--- config.mk ---
export PLATFORM = sky130hd
export DESIGN_NAME = pipe_stage_skid
export DESIGN_NICKNAME = d
export VERILOG_FILES = /design/src/rtl/pipe_pkg.sv /design/src/rtl/pipe_slot.sv /design/src/rtl/pipe_stage_skid.sv
export SDC_FILE = /design/constraint.sdc
export NUM_CORES = 1
export LEC_CHECK = 0
export BUFFER_PORTS_ARGS = -buffer_cell sky130_fd_sc_hd__buf_2
export CELL_PAD_IN_SITES_DETAIL_PLACEMENT = 0
export CELL_PAD_IN_SITES_GLOBAL_PLACEMENT = 1
export CORE_ASPECT_RATIO = 0.9
export CORE_UTILIZATION = 45
export DETAILED_ROUTE_END_ITERATION = 8
export GPL_ROUTABILITY_DRIVEN = 0
export GPL_TIMING_DRIVEN = 0
export PLACE_DENSITY = 0.86
export SLEW_MARGIN = 20
export SYNTH_ARGS = -nofsm -noshare
export SYNTH_HDL_FRONTEND = slang
export SYNTH_SLANG_ARGS = --single-unit
--- constraint.sdc ---
create_clock -name clk_i -period 31.7 [get_ports clk_i]
set_input_delay 3.17 -clock clk_i [delete_from_list [all_inputs] [get_ports clk_i]]
set_output_delay 3.17 -clock clk_i [all_outputs]
set_load 0.02 [all_outputs]
--- src/rtl/pipe_pkg.sv ---
// Shared definitions for the parametrised pipeline stage.
//   stage_state_e : occupancy state of the two-entry skid stage
//   LANE_*        : lane indices of the default M-stage layout
//   occ_of()      : occupancy count encoded by a state
package pipe_pkg;

    typedef enum logic [1:0] {
        EMPTY = 2'd0,
        ONE   = 2'd1,
        TWO   = 2'd2
    } stage_state_e;

    localparam int LANE_ALURES = 0;
    localparam int LANE_HL     = 1;
    localparam int LANE_PC     = 2;
    localparam int LANE_INSTR  = 3;
    localparam int LANE_FWDRT  = 4;

    function automatic logic [1:0] occ_of(input stage_state_e s);
        return logic'(s == ONE) ? 2'd1 : (s == TWO) ? 2'd2 : 2'd0;
    endfunction

endpackage

--- src/rtl/pipe_slot.sv ---
// One LANES*DATA_W storage entry of the skid stage.
// Ports:
//   clk_i, reset_i  clock and async active-high reset
//   load_i          capture load_data_i
//   load_data_i     data to capture
//   clear_i         clear the entry; wins over load_i
//   keep_mask_i     lanes that take keep_data_i instead of zero on clear
//   keep_data_i     source for the kept lanes on clear
//   data_o          registered contents
module pipe_slot #(
    parameter int DATA_W = 32,
    parameter int LANES  = 5
) (
    input  logic                     clk_i,
    input  logic                     reset_i,
    input  logic                     load_i,
    input  logic [LANES*DATA_W-1:0]  load_data_i,
    input  logic                     clear_i,
    input  logic [LANES-1:0]         keep_mask_i,
    input  logic [LANES*DATA_W-1:0]  keep_data_i,
    output logic [LANES*DATA_W-1:0]  data_o
);

    logic [LANES*DATA_W-1:0] data_q;
    logic [LANES*DATA_W-1:0] data_d;
    logic [LANES*DATA_W-1:0] keep_bits;

    // Widen the per-lane mask to a per-bit mask.
    always_comb begin
        keep_bits = '0;
        for (int i = 0; i < LANES; i++) begin
            keep_bits[i*DATA_W +: DATA_W] = {DATA_W{keep_mask_i[i]}};
        end
    end

    always_comb begin
        data_d = data_q;
        if (clear_i) begin
            data_d = keep_data_i & keep_bits;
        end else if (load_i) begin
            data_d = load_data_i;
        end
    end

    always_ff @(posedge clk_i or posedge reset_i) begin
        if (reset_i) begin
            data_q <= '0;
        end else begin
            data_q <= data_d;
        end
    end

    assign data_o = data_q;

endmodule

--- src/rtl/pipe_stage_skid.sv ---
// Pipeline register with a two-entry skid buffer between two stages.
// in_ready_o depends on registered state only, so downstream stalls never
// reach upstream combinationally. Flush turns the stage into a bubble and
// can keep the PC lane so later stages can still report EPC.
//
// state | meaning
// EMPTY | no beat held, out_data_o is zero (apart from a kept PC lane)
// ONE   | one beat in main, skid empty
// TWO   | head beat in main, next beat in skid, upstream stalled
//
// Ports:
//   clk_i, reset_i            clock and async active-high reset
//   in_valid_i/in_ready_o     upstream handshake
//   in_data_i                 lane i at [i*DATA_W +: DATA_W]
//   flush_i                   discard all held beats at the next edge
//   out_valid_o/out_ready_i   downstream handshake
//   out_data_o                head entry (main register)
//   occupancy_o               entries held: 0, 1 or 2
module pipe_stage_skid
    import pipe_pkg::*;
#(
    parameter int DATA_W           = 32,
    parameter int LANES            = 5,
    parameter int PC_LANE          = LANE_PC,   // must be < LANES
    parameter bit KEEP_PC_ON_FLUSH = 1'b1
) (
    input  logic                     clk_i,
    input  logic                     reset_i,
    input  logic                     in_valid_i,
    output logic                     in_ready_o,
    input  logic [LANES*DATA_W-1:0]  in_data_i,
    input  logic                     flush_i,
    output logic                     out_valid_o,
    input  logic                     out_ready_i,
    output logic [LANES*DATA_W-1:0]  out_data_o,
    output logic [1:0]               occupancy_o
);

    localparam logic [LANES-1:0] PC_MASK =
        KEEP_PC_ON_FLUSH ? (LANES'(1) << PC_LANE) : '0;

    stage_state_e state_q, state_d;

    logic                    push, pop;
    logic [LANES*DATA_W-1:0] main_data, skid_data;
    logic                    main_load, main_clear;
    logic [LANES*DATA_W-1:0] main_load_data, main_keep_data;
    logic [LANES-1:0]        main_keep_mask;
    logic                    skid_load, skid_clear;

    assign push = in_valid_i & in_ready_o;
    assign pop  = out_valid_o & out_ready_i;

    // State register
    always_ff @(posedge clk_i or posedge reset_i) begin
        if (reset_i) begin
            state_q <= EMPTY;
        end else begin
            state_q <= state_d;
        end
    end

    // Next-state logic
    always_comb begin
        state_d = state_q;
        if (flush_i) begin
            state_d = EMPTY;
        end else begin
            case (state_q)
                EMPTY: if (push) state_d = ONE;
                ONE: begin
                    if (push && !pop)      state_d = TWO;
                    else if (!push && pop) state_d = EMPTY;
                end
                TWO:   if (pop) state_d = ONE;
                default: state_d = EMPTY;
            endcase
        end
    end

    // Output and slot-control logic
    always_comb begin
        in_ready_o     = (state_q != TWO);
        out_valid_o    = (state_q != EMPTY);
        occupancy_o    = occ_of(state_q);
        main_load      = 1'b0;
        main_clear     = 1'b0;
        main_keep_mask = '0;
        main_keep_data = main_data;
        skid_load      = 1'b0;
        skid_clear     = 1'b0;
        // Only TWO refills main from skid; every other load takes in_data.
        main_load_data = (state_q == TWO) ? skid_data : in_data_i;
        if (flush_i) begin
            main_clear     = 1'b1;
            main_keep_mask = PC_MASK;
            // A beat arriving into an empty stage is dropped, but its PC is
            // the most recent one and is what a later EPC must see.
            if (state_q == EMPTY && push) begin
                main_keep_data = in_data_i;
            end
            skid_clear = 1'b1;
        end else begin
            case (state_q)
                EMPTY: main_load = push;
                ONE: begin
                    main_load  = push & pop;
                    main_clear = ~push & pop;
                    skid_load  = push & ~pop;
                end
                TWO: begin
                    main_load  = pop;
                    skid_clear = pop;
                end
                default: ;
            endcase
        end
    end

    pipe_slot #(
        .DATA_W (DATA_W),
        .LANES  (LANES)
    ) u_main (
        .clk_i       (clk_i),
        .reset_i     (reset_i),
        .load_i      (main_load),
        .load_data_i (main_load_data),
        .clear_i     (main_clear),
        .keep_mask_i (main_keep_mask),
        .keep_data_i (main_keep_data),
        .data_o      (main_data)
    );

    pipe_slot #(
        .DATA_W (DATA_W),
        .LANES  (LANES)
    ) u_skid (
        .clk_i       (clk_i),
        .reset_i     (reset_i),
        .load_i      (skid_load),
        .load_data_i (in_data_i),
        .clear_i     (skid_clear),
        .keep_mask_i ('0),
        .keep_data_i ('0),
        .data_o      (skid_data)
    );

    assign out_data_o = main_data;

endmodule

==> results of run 1 <==
==> cell usage after synthesis, drive strengths merged (2+ instances only) <==
library cell	count	area share, %
a211oi	2	0.11
a22o	160	9.9
a2bb2oi	29	1.8
buf	65	2.2
clkbuf	60	1.6
dfrtp	322	57
inv	3	0.080
mux2	29	2.3
nand2	287	7.6
nand2b	5	0.22
nand3	129	4.6
nor2	5	0.15
nor2b	2	0.089
nor3	6	0.25
o211a	128	9.1
o21ai	3	0.13
o221ai	29	1.8
==> final cells by class <==
| cell class | instances | area [sq um] |
|---|---|---|
| tap | 409 | 511.7 |
| sequential | 322 | 8058 |
| antenna | 13 | 32.53 |
| clock inverter | 15 | 259.0 |
| multi-input combinational | 827 | 5488 |
| inverter | 3 | 18.77 |
| timing repair buffer | 330 | 1719 |
| fill | 2692 | 13210 |
| buffer | 125 | 536.8 |
| clock buffer | 46 | 999.7 |
==> power by group <==
part	switching, mW	internal, mW
registers	0.0162	0.437
clock network	0.170	0.279
logic	0.100	0.0605
==> through the flow <==
| stage | util, % | instances |
|---|---|---|
| 2_1_floorplan | - | 1277 |
| 3_3_place_gp | 52.67 | 2013 |
| 3_5_place_dp | 52.97 | 2016 |
| 4_1_cts | 57.05 | 2077 |
| 5_1_grt | 57.11 | 2084 |
| 6_report | 57.15 | 2090 |
==> path summary, 6_finish.rpt <==
path                                               startpoint                              to  slack [ns]  cells after the start
worst max-delay path                   state_q[0]$_DFFE_PP0P_                  occupancy_o[1]       26.45                      4
max in group asynchronous                             reset_i   u_main.data_o[24]$_DFFE_PP0P_       27.84                      4
worst min register to register  u_skid.data_o[22]$_DFFE_PP0P_   u_skid.data_o[22]$_DFFE_PP0P_        0.51                      1
worst min-delay path            u_skid.data_o[22]$_DFFE_PP0P_   u_skid.data_o[22]$_DFFE_PP0P_        0.51                      1
worst max register to register         state_q[1]$_DFFE_PP0P_   u_skid.data_o[68]$_DFFE_PP0P_       29.29                      6
min in group asynchronous                             reset_i  u_skid.data_o[107]$_DFFE_PP0P_        2.66                      2
==> flip-flops by register name, summed over array words and instances (netlist names) <==
signal and flops:
u_main.data_o 160, u_skid.data_o 160, state_q 2
==> cells by family after synthesis <==
| family | Yosys count | share of synthesized area, % |
|---|---|---|
| simple gates | 438 | 13.19 |
| buf+inv | 128 | 3.889 |
| xor+xnor | 1 | 0.06216 |
| flops | 322 | 57.17 |
| compound gates | 358 | 23.30 |
| mux | 30 | 2.388 |
==> worst max-delay path, delay by kind of cell, from the launching register on <==
family                 cells  cell delay [ns]
buffers and inverters      3             0.83
DFF                        1             0.46
and+or+nand+nor            1             0.27
==> routing by layer <==
layer | vias up | track usage (%) | wire length, um
met2 | 416 | 37.87 | 18620
met5 | - | 0 | 48
met3 | 87 | 4.991 | 2857
li1 | 5435 | - | -
met4 | 8 | 9.958 | 1389
met1 | 5883 | 37.44 | 18850
==> cells in the final DEF, fill, tap and decap left out, types with 2 or more instances in the layout <==
master,instances
dfrtp_1,322
clkbuf_1,65
a211oi_1,2
clkinv_2,5
buf_1,13
buf_16,3
clkbuf_8,4
a22o_1,160
o211a_1,128
bufinv_16,7
nor3_1,5
nor2_1,4
buf_2,378
nand2b_1,5
nand3_1,129
a2bb2oi_1,29
diode_2,13
nor2b_1,2
mux2_2,29
o221ai_1,29
clkbuf_16,37
nand2_1,287
clkinvlp_4,2
==> impl_metrics.ini, run 1 <==
[layout]
drive_gt1_share_pct = 28.54
layout-area-overhead-vs-synth_pct = 25.04
design_area_sq_mm = 0.01762
fin_nets = 1810

[sta]
setup_viol = 0
relSlewSlack_pct = 42.15
hold-worst-slack_ns = 0.5051
timing.final.crit_share_pct = 16.56
fmax_mhz = 190.5
drv_slew = 0
finalHoldViolations = 0
setup_ws_ns = 26.45
rsz0062_at_grt = false
min_period_ns = 5.248
worstMarginPinSlew_ns = 0.8630
fin_skew_ns = 0.009827
setup_tns_ns = 0

[floorplanning]
die_area_sq_mm = 0.03203
die_h_um = 169.9
initial_core_util_pct = 45.71
core_area_sq_mm = 0.03083
std_cell_rows = 61
dieWidth_um = 188.5
ios = 329

[placed_design]
port_buffers = 327
dp_slack_ns = 26.39
postPlaceCellArea_sq_mm = 0.01633
dpl.hpwl_um = 28360

[logic_synthesis]
synthArstFlopShare_pct = 100.0
yosys_register_bits = 322
syn_inst = 1277
synth_nets = 1442
synth_edf_count = 0
ys_warn_count = 0
avgSynthCellArea_sq_um = 11.04
synth-seq-area-share_pct = 57.17
ys.flop_type = dfrtp_1
syn_area_sq_mm = 0.01409
yosysUniqueCellTypes = 37

[grt]
grt_max_degree = 98
antenna_found_initial = 16
grt_overflow = 0
grt_first_pass_wirelength_um = 65260
gr-usage-all-layers_pct = 25.72
grt_pass1_vias = 11570

[cts]
post_cts_resize_count = 0
cts_hold_buf = 0
postCtsSetupBuffers = 0
cts_sinks = 322
clock_path_buffers = 3
clockRootBuffer = clkbuf_16
h-tree-depth = 2
cts_tree = yes
insertion_delay_ns = 0.51
clkSlewWorstSetupHoldPaths_ns = 0.06
numCtsBuffers = 36

[worst_setup_path]
critical_path_class = flip-flop to output port
path_cells = nand2b_1 > inv_2 > clkbuf_1 > buf_2
crit_fanout = 10
start_kind = flip-flop
worstPathRequired_ns = 28.53
end_kind = output port
critPathArrivalTime_ns = 2.08
max_stage_delay_ns = 0.46
cp_slowest_cell = dfrtp_1

[detailed_routing]
drc_errors = 0
vias = 11830
ant_nets = 0
drt_wl_total_um = 41770
drtPass1Iterations = 5
drt_iter0_markers = 918
wire_per_inst_um = 19.99
vias_per_cell = 5.660

[hold_path]
hp-class = flip-flop to flip-flop

[power_and_ir_drop]
max-vdd-ir-drop_v = 0.00003615
powerDensity_mw_per_mm2 = 60.36
power_mw = 1.064
p_leak_nw = 9.908

[status]
outcome = finished clean

[flow_run]
maxCapViolations = 0
Note: power is estimated with default switching activity, not from simulation.
==> inputs of run 2 (changes only) <==
Settings changed: CORE_UTILIZATION 45 to 42, PLACE_DENSITY 0.86 to 0.81.
Clock period 31.7 ns to 5.1 ns, I/O delays scaled along.
==> impl_metrics.ini, run 2 (synthesized netlist as in run 1, its figures left out) <==
[cts]
cts_tree = yes
clock_path_buffers = 3
cts_hold_buf = 1
post_cts_resize_count = 0
cts_sinks = 322
numCtsBuffers = 36
clockRootBuffer = clkbuf_16
h-tree-depth = 2
postCtsSetupBuffers = 0
clkSlewWorstSetupHoldPaths_ns = 0.06
insertion_delay_ns = 0.50

[status]
outcome = finished clean

[detailed_routing]
drt_iter0_markers = 700
drc_errors = 0
drt_wl_total_um = 42680
wire_per_inst_um = 20.22
drtPass1Iterations = 4
ant_nets = 0
vias = 11890
vias_per_cell = 5.631

[floorplanning]
die_area_sq_mm = 0.03429
dieWidth_um = 195.1
die_h_um = 175.8
initial_core_util_pct = 42.77
ios = 329
std_cell_rows = 63
core_area_sq_mm = 0.03295

[worst_setup_path]
critical_path_class = flip-flop to output port
max_stage_delay_ns = 0.47
end_kind = output port
start_kind = flip-flop
crit_fanout = 10
critPathArrivalTime_ns = 2.12
worstPathRequired_ns = 4.59
cp_slowest_cell = dfrtp_1
path_cells = nand2b_1 > inv_2 > clkbuf_1 > buf_2

[placed_design]
dp_slack_ns = 2.401
port_buffers = 327
dpl.hpwl_um = 29970

[grt]
grt_pass1_vias = 11840
grt_max_degree = 35
gr-usage-all-layers_pct = 24.92
grt_first_pass_wirelength_um = 67630
grt_overflow = 0
antenna_found_initial = 13

[sta]
fmax_mhz = 379.7
setup_viol = 0
setup_ws_ns = 2.466
worstMarginPinSlew_ns = 0.8842
rsz0062_at_grt = false
hold-worst-slack_ns = 0.2394
drv_slew = 0
min_period_ns = 2.634
timing.final.crit_share_pct = 51.64
finalHoldViolations = 0
fin_skew_ns = 0.01089
relSlewSlack_pct = 40.73

[hold_path]
hp-class = input port to flip-flop

[layout]
fin_nets = 1819
layout_common_cells = buf_2, dfrtp_1, nand2_1
drive_gt1_share_pct = 28.92
layout_commonest_cell = buf_2
layout-area-overhead-vs-synth_pct = 26.01

[flow_run]
maxCapViolations = 0

[power_and_ir_drop]
powerDensity_mw_per_mm2 = 368.6
max-vdd-ir-drop_v = 0.0002202
power_mw = 6.546
p_leak_nw = 9.960
## run 2: path summary, 6_finish.rpt
check                                              startpoint                        endpoint  slack (ns)  cells past startpoint
worst max-delay path                   state_q[0]$_DFFE_PP0P_                  occupancy_o[1]        2.47                      4
worst min-delay path                            in_data_i[52]   u_skid.data_o[52]$_DFFE_PP0P_        0.24                      2
worst max register to register         state_q[0]$_DFFE_PP0P_   u_skid.data_o[63]$_DFFE_PP0P_        2.57                      6
worst min register to register  u_skid.data_o[28]$_DFFE_PP0P_   u_skid.data_o[28]$_DFFE_PP0P_        0.51                      1
max in group asynchronous                             reset_i   u_main.data_o[35]$_DFFE_PP0P_        3.20                      8
min in group asynchronous                             reset_i  u_skid.data_o[106]$_DFFE_PP0P_        0.52                      3
## run 2: layout make-up
cell class / count / area, sq um
sequential: 322 / 8058
tap: 422 / 528.0
inverter: 3 / 15.01
multi-input combinational: 827 / 5488
antenna: 12 / 30.03
fill: 2981 / 15190
buffer: 125 / 536.8
clock buffer: 47 / 1023
timing repair buffer: 339 / 1874
clock inverter: 14 / 206.4
## run 2: power by group
part | total [mW] | internal (mW) | switching (mW) | leakage [nW]
clock network | 2.71 | 1.66 | 1.05 | 0.599
logic | 1.02 | 0.387 | 0.631 | 5.05
registers | 2.82 | 2.72 | 0.100 | 4.31
total | 6.55 | 4.77 | 1.78 | 9.96
## run 2: worst max-delay path, delay by kind of cell (launching register included)
family	cells	cell delay [ns]
buffers and inverters	3	0.86
DFF	1	0.47
and+or+nand+nor	1	0.29
## run 2: metal layers
| layer | wire length (um) | vias up | track usage, % | part of all wire (%) |
|---|---|---|---|---|
| li1 | - | 5459 | - | - |
| met1 | 19580 | 6015 | 35.67 | 46 |
| met2 | 19200 | 343 | 37.22 | 45 |
| met3 | 2730 | 71 | 5.626 | 6.4 |
| met4 | 1170 | 0 | 8.465 | 2.7 |
| met5 | 0 | - | 0 | 0 |
## run 2: stage by stage
step	setup TNS, ns	utilization [%]	cells	area (sq um)
2_1_floorplan	0	-	1277	14100
3_3_place_gp	-548.04	49.35	2026	16260
3_5_place_dp	0	50.05	2037	16490
4_1_cts	0	53.81	2099	17730
5_1_grt	0	53.85	2105	17740
6_report	0	53.90	2111	17760
